**src/rtl/ddr2_btm_local_traffic_driver.sv**
```systemverilog
// ddr2_btm_local_traffic_driver
// Board-test initiator for the DDR2 controller local interface. A start pulse
// waits for calibration, writes a deterministic pattern over NUM_WORDS linear
// word addresses, reads them back in order and compares every returned beat.
// Ports:
//   clk, reset            half-rate clock, asynchronous active-high reset
//   start                 single-cycle start pulse (ignored while busy)
//   local_init_done       controller calibration complete
//   local_ready           controller accepts the current request
//   local_rdata_valid/local_rdata   read return beats
//   local_read_req/local_write_req/local_burstbegin   request strobes
//   local_row/bank/col_addr, local_wdata, local_be    request payload
//   local_size/autopch/refresh/powerdn/self_rfsh/cs   tied controls
//   busy, done, pass, err_count, first_fail_idx       test status
module ddr2_btm_local_traffic_driver #(
    parameter int          DATA_WIDTH      = 128,
    parameter int          ROW_BITS        = 13,
    parameter int          BANK_BITS       = 2,
    parameter int          COL_BITS        = 9,
    parameter int          NUM_WORDS       = 1024,
    parameter int          MAX_OUTSTANDING = 8,
    parameter logic [31:0] SEED            = 32'hA5C3_0F1E
) (
    input  logic                    clk,
    input  logic                    reset,
    input  logic                    start,
    input  logic                    local_init_done,
    input  logic                    local_ready,
    input  logic                    local_rdata_valid,
    input  logic [DATA_WIDTH-1:0]   local_rdata,
    output logic                    local_read_req,
    output logic                    local_write_req,
    output logic                    local_burstbegin,
    output logic                    local_size,
    output logic                    local_autopch_req,
    output logic                    local_refresh_req,
    output logic                    local_powerdn_req,
    output logic                    local_self_rfsh_req,
    output logic                    local_cs_addr,
    output logic [ROW_BITS-1:0]     local_row_addr,
    output logic [BANK_BITS-1:0]    local_bank_addr,
    output logic [COL_BITS-1:0]     local_col_addr,
    output logic [DATA_WIDTH-1:0]   local_wdata,
    output logic [DATA_WIDTH/8-1:0] local_be,
    output logic                    busy,
    output logic                    done,
    output logic                    pass,
    output logic [15:0]             err_count,
    output logic [23:0]             first_fail_idx
);

    localparam int IDX_W = ROW_BITS + BANK_BITS + COL_BITS;
    localparam int LANES = DATA_WIDTH / 32;
    localparam logic [IDX_W-1:0] LAST_IDX = IDX_W'(NUM_WORDS - 1);
    localparam logic [7:0]       MAX_OUT  = 8'(MAX_OUTSTANDING);

    typedef enum logic [2:0] {
        S_IDLE  = 3'd0,
        S_WAIT  = 3'd1,
        S_WRITE = 3'd2,
        S_READ  = 3'd3,
        S_DRAIN = 3'd4,
        S_DONE  = 3'd5
    } state_t;

    // Word k, lane i = (4k + i) ^ SEED, modulo 2^32.
    function automatic logic [DATA_WIDTH-1:0] pattern_word(input logic [IDX_W-1:0] k);
        logic [DATA_WIDTH-1:0] w;
        logic [31:0]           base;
        base = 32'(k) << 2;
        w    = '0;
        for (int i = 0; i < LANES; i++) begin
            w[32*i +: 32] = (base + 32'(i)) ^ SEED;
        end
        return w;
    endfunction

    state_t                state_r, state_nxt_s;
    logic [IDX_W-1:0]      idx_r, idx_nxt_s;
    logic [IDX_W-1:0]      ret_idx_r, ret_idx_nxt_s;
    logic [7:0]            outstanding_r, outstanding_nxt_s;
    logic [15:0]           err_count_r, err_nxt_s;
    logic [23:0]           first_fail_r, ffi_nxt_s;
    logic                  wr_req_r, wr_req_nxt_s;
    logic                  rd_req_r, rd_req_nxt_s;
    logic                  burst_r;
    logic [DATA_WIDTH-1:0] wdata_r;
    logic                  busy_r, busy_nxt_s;
    logic                  done_r, done_nxt_s;
    logic                  pass_r, pass_nxt_s;
    logic                  clear_s;
    logic                  wr_acc_s, rd_acc_s;
    logic                  beat_ok_s, beat_bad_s;

    assign wr_acc_s  = wr_req_r & local_ready;
    assign rd_acc_s  = rd_req_r & local_ready;
    // A beat with nothing outstanding is spurious: it is an error and does
    // not consume a return index.
    assign beat_ok_s = local_rdata_valid & (outstanding_r != 8'd0);
    assign beat_bad_s = (local_rdata_valid & (outstanding_r == 8'd0)) |
                        (beat_ok_s & (local_rdata != pattern_word(ret_idx_r)));

    // Next-state and word index sequencing.
    always_comb begin
        state_nxt_s = state_r;
        idx_nxt_s   = idx_r;
        clear_s     = 1'b0;
        case (state_r)
            S_IDLE, S_DONE: begin
                if (start) begin
                    state_nxt_s = S_WAIT;
                    idx_nxt_s   = '0;
                    clear_s     = 1'b1;
                end else begin
                    state_nxt_s = state_r;
                end
            end
            S_WAIT: begin
                if (local_init_done) begin
                    state_nxt_s = S_WRITE;
                end else begin
                    state_nxt_s = S_WAIT;
                end
            end
            S_WRITE: begin
                if (wr_acc_s && (idx_r == LAST_IDX)) begin
                    state_nxt_s = S_READ;
                    idx_nxt_s   = '0;
                end else if (wr_acc_s) begin
                    idx_nxt_s = idx_r + 1'b1;
                end else begin
                    idx_nxt_s = idx_r;
                end
            end
            S_READ: begin
                if (rd_acc_s && (idx_r == LAST_IDX)) begin
                    state_nxt_s = S_DRAIN;
                end else if (rd_acc_s) begin
                    idx_nxt_s = idx_r + 1'b1;
                end else begin
                    idx_nxt_s = idx_r;
                end
            end
            S_DRAIN: begin
                if (outstanding_r == 8'd0) begin
                    state_nxt_s = S_DONE;
                end else begin
                    state_nxt_s = S_DRAIN;
                end
            end
            default: begin
                state_nxt_s = S_IDLE;
                idx_nxt_s   = '0;
            end
        endcase
    end

    // Counters, compare results and next values of the registered outputs.
    always_comb begin
        ret_idx_nxt_s     = ret_idx_r;
        outstanding_nxt_s = outstanding_r;
        err_nxt_s         = err_count_r;
        ffi_nxt_s         = first_fail_r;
        if (clear_s) begin
            ret_idx_nxt_s     = '0;
            outstanding_nxt_s = 8'd0;
            err_nxt_s         = 16'd0;
            ffi_nxt_s         = 24'd0;
        end else begin
            if (beat_ok_s) begin
                ret_idx_nxt_s = ret_idx_r + 1'b1;
            end else begin
                ret_idx_nxt_s = ret_idx_r;
            end
            case ({rd_acc_s, beat_ok_s})
                2'b10:   outstanding_nxt_s = outstanding_r + 8'd1;
                2'b01:   outstanding_nxt_s = outstanding_r - 8'd1;
                default: outstanding_nxt_s = outstanding_r;
            endcase
            if (beat_bad_s && (err_count_r != 16'hFFFF)) begin
                err_nxt_s = err_count_r + 16'd1;
            end else begin
                err_nxt_s = err_count_r;
            end
            // err_count saturates and never returns to zero, so zero marks
            // "no error seen yet".
            if (beat_bad_s && (err_count_r == 16'd0)) begin
                ffi_nxt_s = 24'(ret_idx_r);
            end else begin
                ffi_nxt_s = first_fail_r;
            end
        end
        wr_req_nxt_s = (state_nxt_s == S_WRITE);
        // Read requests start the cycle after entering READ, and a pending
        // request can never be withdrawn because outstanding cannot rise
        // without an accept.
        rd_req_nxt_s = (state_r == S_READ) && (state_nxt_s == S_READ) &&
                       (outstanding_nxt_s < MAX_OUT);
        busy_nxt_s   = (state_nxt_s == S_WAIT) || (state_nxt_s == S_WRITE) ||
                       (state_nxt_s == S_READ) || (state_nxt_s == S_DRAIN);
        done_nxt_s   = (state_nxt_s == S_DONE);
        pass_nxt_s   = done_nxt_s && (err_nxt_s == 16'd0);
    end

    // State, counters and registered outputs.
    always_ff @(posedge clk or posedge reset) begin
        if (reset) begin
            state_r       <= S_IDLE;
            idx_r         <= '0;
            ret_idx_r     <= '0;
            outstanding_r <= 8'd0;
            err_count_r   <= 16'd0;
            first_fail_r  <= 24'd0;
            wr_req_r      <= 1'b0;
            rd_req_r      <= 1'b0;
            burst_r       <= 1'b0;
            wdata_r       <= '0;
            busy_r        <= 1'b0;
            done_r        <= 1'b0;
            pass_r        <= 1'b0;
        end else begin
            state_r       <= state_nxt_s;
            idx_r         <= idx_nxt_s;
            ret_idx_r     <= ret_idx_nxt_s;
            outstanding_r <= outstanding_nxt_s;
            err_count_r   <= err_nxt_s;
            first_fail_r  <= ffi_nxt_s;
            wr_req_r      <= wr_req_nxt_s;
            rd_req_r      <= rd_req_nxt_s;
            burst_r       <= wr_req_nxt_s | rd_req_nxt_s;
            wdata_r       <= pattern_word(idx_nxt_s);
            busy_r        <= busy_nxt_s;
            done_r        <= done_nxt_s;
            pass_r        <= pass_nxt_s;
        end
    end

    assign local_read_req      = rd_req_r;
    assign local_write_req     = wr_req_r;
    assign local_burstbegin    = burst_r;
    assign local_size          = 1'b1;
    assign local_autopch_req   = 1'b0;
    assign local_refresh_req   = 1'b0;
    assign local_powerdn_req   = 1'b0;
    assign local_self_rfsh_req = 1'b0;
    assign local_cs_addr       = 1'b0;
    assign local_row_addr      = idx_r[IDX_W-1 -: ROW_BITS];
    assign local_bank_addr     = idx_r[BANK_BITS+COL_BITS-1 : COL_BITS];
    assign local_col_addr      = idx_r[COL_BITS-1:0];
    assign local_wdata         = wdata_r;
    assign local_be            = '1;
    assign busy                = busy_r;
    assign done                = done_r;
    assign pass                = pass_r;
    assign err_count           = err_count_r;
    assign first_fail_idx      = first_fail_r;

endmodule
```
**config.mk**
```make
export PLATFORM = sky130hd
export DESIGN_NAME = ddr2_btm_local_traffic_driver
export DESIGN_NICKNAME = d
export VERILOG_FILES = /design/src/rtl/ddr2_btm_local_traffic_driver.sv
export SDC_FILE = /design/constraint.sdc
export NUM_CORES = 1
export LEC_CHECK = 0
export ABC_AREA = 1
export CAP_MARGIN = 20
export CORE_ASPECT_RATIO = 0.6
export CORE_UTILIZATION = 50
export DETAILED_ROUTE_END_ITERATION = 8
export DONT_BUFFER_PORTS = 1
export PLACE_DENSITY = 0.68
export SLEW_MARGIN = 20
export SYNTH_ARGS = -nofsm -noshare
export SYNTH_HDL_FRONTEND = slang
export SYNTH_SLANG_ARGS = --single-unit
```
**constraint.sdc**
```tcl
create_clock -name clk -period 4 [get_ports clk]
set_input_delay 1 -clock clk [delete_from_list [all_inputs] [get_ports clk]]
set_output_delay 1 -clock clk [all_outputs]
set_load 0.01 [all_outputs]
```
==> metrics.yaml <==
run_status:
  status: "complete, no violations"
power_and_ir_drop:
  power_mw: 4.49
  ir_drop_uv: 293
  leakagePower_nw: 4.49
  power_density_mw_per_mm2: 487
yosys:
  synth_area_leaders: "dfrtp_1, buf_4, nand2_1, inv_1, nor2_1"
  syn-instance-count: 1340
  synthArstFlopShare_pct: 100
  yosysTopAreaCellShare_pct: 31.1
  mappedNetlistArea_sq_mm: 0.00951
  yosys_warnings: 0
  synth-seq-cells: 118
  yosys.area.top_type: "dfrtp_1"
  synth_edf_count: 0
  avgSynthCellArea_sq_um: 7.09
  ys.flop_type: "dfrtp_1"
  ys_seq_area_share_pct: 31.1
  synth_cell_types: 59
clocking:
  cts_tree: "built"
  root_buffer: "clkbuf_16"
  clk-insertion-delay-late_ns: 0.41
  cts.clk_slew.worst_paths_ns: 0.06
  clock_sinks: 118
  cts-resized-gates: 0
  post_cts_buffers: 0
  cts_buffers: 17
  ctsHoldBuffers: 0
  htreeDepth: 4
  cts_buffer_depth: 2
route:
  avgViaCountPerCell: 5.37
  wl_per_cell_microns: 17.1
  vias: 7907
  drt_drc_violations_left: 0
  drtAntennaViolNets: 0
  drt_wl_total_mm: 25.3
  drt-pass1-iter-count: 5
  drtIter0Drc: 833
sta:
  hold_viol_final: 0
  final_max_slew_viol_count: 0
  rsz0062_at_grt: "false"
  relSlewSlack_pct: 44.1
  period_share_pct: 77.1
  finalSetupTns_ns: 0
  period_needed_ns: 3.08
  setup_viol: 0
  fin_skew_ns: 0.0102
  worstMarginPinSlew_ns: 0.837
  fin_hold_ws_ns: 0.590
  fmax_mhz: 324
layout:
  layout_commonest_cell: "nand2_1"
  fill_cells: 1818
  layout-drive-gt1-share_pct: 8.68
  synthToLayoutAreaGrowth_pct: -2.96
  final_cell_mix: "nand2_1, inv_1, nor2_1, dfrtp_1, nand3_1"
  diodes: 0
  final_cell_area_sq_mm: 0.00922
  nets: 1362
setup_path:
  crit_required_ns: 4.30
  cp-end-kind: "flip-flop"
  critPathLaunchType: "flip-flop"
  path_max_fanout: 8
  critPathKind: "reg -> reg"
  critical_path_arrival_ns: 3.38
placement:
  gp_congestion: 0.954
  portBuffers: 0
  place_area_sq_mm: 0.00867
  dp_hpwl_mm: 19.5
floorplan:
  fp.dieW_microns: 180
  core_sq_mm: 0.0184
  io_pins: 354
  start_util_pct: 51.8
  die_y_microns: 109
  die-area_sq_mm: 0.0196
  row_count: 38
grt:
  track_usage_pct: 25.6
  grt_pass1_vias: 6897
  overflow: 0
  grt_pass1_wl_mm: 38.7
  grt_max_degree: 63
  antenna_found_initial: 0
worst_hold_path:
  hp-class: "reg -> reg"
run:
  maxCapViolCount: 0
cell usage after synthesis, types with 2 or more instances:
library cell    n
conb_1          2
nor3_1         19
buf_2          22
o211ai_1        6
nor4_1          9
o32ai_1         2
buf_4         143
o31ai_1         3
dfrtp_1       118
nor2_2         10
xnor2_1        49
nand3_1        77
ha_1            8
o221ai_1        5
a221oi_1        2
o22ai_1         8
and3_1          3
a21oi_1        32
a211oi_1        3
nand4_2         3
nand2_1       275
o21ai_1         6
buf_6           7
inv_2          14
nand4_1        31
nor4_2          2
o21ai_0        66
nor2_1        137
clkinv_1        3
nor2b_1         2
or2_0           2
clkbuf_1        8
nand3_2         9
or2_2           3
inv_1         169
xor2_1         42
nand3b_1        2
a31oi_1         3
nor2_4          5
nand2_2         8
nor3_2          4
power breakdown:
part	leakage, nW	internal [mW]	switching (mW)
registers	1.46	1.38	0.521
logic	2.77	0.447	0.721
clock network	0.257	0.863	0.562
total	4.49	2.69	1.80
critical path, cell delays in order (launching register included):
cell and delay (ns):
dfrtp_1 0.43, nor2_1 0.15, nand4_2 0.20, nand2_2 0.22, inv_2 0.11, ha_1 0.33, xor2_1 0.24, ha_1 0.17
inv_1 0.03, nand2_1 0.08, nand3_1 0.09, nand3_1 0.12, nand2_1 0.06, nand2_1 0.07, nand2_1 0.06, a21o_1 0.16
nand3_1 0.06, o211ai_1 0.11, nand2_1 0.09, nor2_1 0.04, nand2_1 0.08, nand2_1 0.06
final cells by class:
class	count	area, sq um	share of cell area (%)
multi-input combinational	888	4650	50.4
clock buffer	19	443	4.80
clock inverter	13	109	1.18
sequential	118	2950	32.0
timing repair buffer	7	52.6	0.570
inverter	188	717	7.77
tap	240	300	3.26
path summary, 6_finish.rpt:
path | slack, ns | end | cells past startpoint | from
min in group asynchronous | 0.60 | first_fail_idx[17] | 1 | reset
max reg2reg | 0.92 | local_burstbegin | 21 | outstanding_r[3]
max | 0.92 | local_burstbegin | 21 | outstanding_r[3]
min reg2reg | 0.59 | first_fail_idx[15] | 2 | first_fail_idx[15]
min | 0.59 | first_fail_idx[15] | 2 | first_fail_idx[15]
max in group asynchronous | 2.53 | local_wdata[105] | 2 | reset
layer usage:
metal | GRT usage (%) | wire length [microns] | up-vias
li1 | - | - | 3841
met1 | 39.3 | 12200 | 3619
met2 | 33.2 | 9810 | 430
met3 | 9.39 | 3060 | 17
met4 | 5.17 | 172 | 0
met5 | 0 | 0 | -
sequential cells by signal (all words and copies together), names as in the netlist:
| signal | flops |
|---|---|
| first_fail_idx | 24 |
| local_burstbegin | 1 |
| local_write_req | 1 |
| ret_idx_r | 24 |
| err_count | 16 |
| local_wdata | 14 |
| done | 1 |
| pass | 1 |
| outstanding_r | 8 |
| state_r | 3 |
| busy | 1 |
| local_read_req | 1 |
| idx_r | 23 |
stage by stage:
step,std cells,worst slack [ns],util [%]
floorplan,1377,1.04,-
global placement,1441,0.774,47.3
detailed placement,1441,0.745,47.3
CTS,1473,0.941,50.3
global route,1473,0.554,50.3
finish,1473,0.917,50.3
kinds of logic (layout without fill, tap and decap cells):
logic type,Yosys count,in the layout,synth area share (%)
simple gates,606,606,29.2
buf+inv,371,227,21.5
compound gates,144,144,8.77
flops,118,118,31.1
xor+xnor,91,91,8.38
fa+ha+maj,8,8,1.05
other cells,2,39,0.0790
Power figures use the tool's default switching activity.
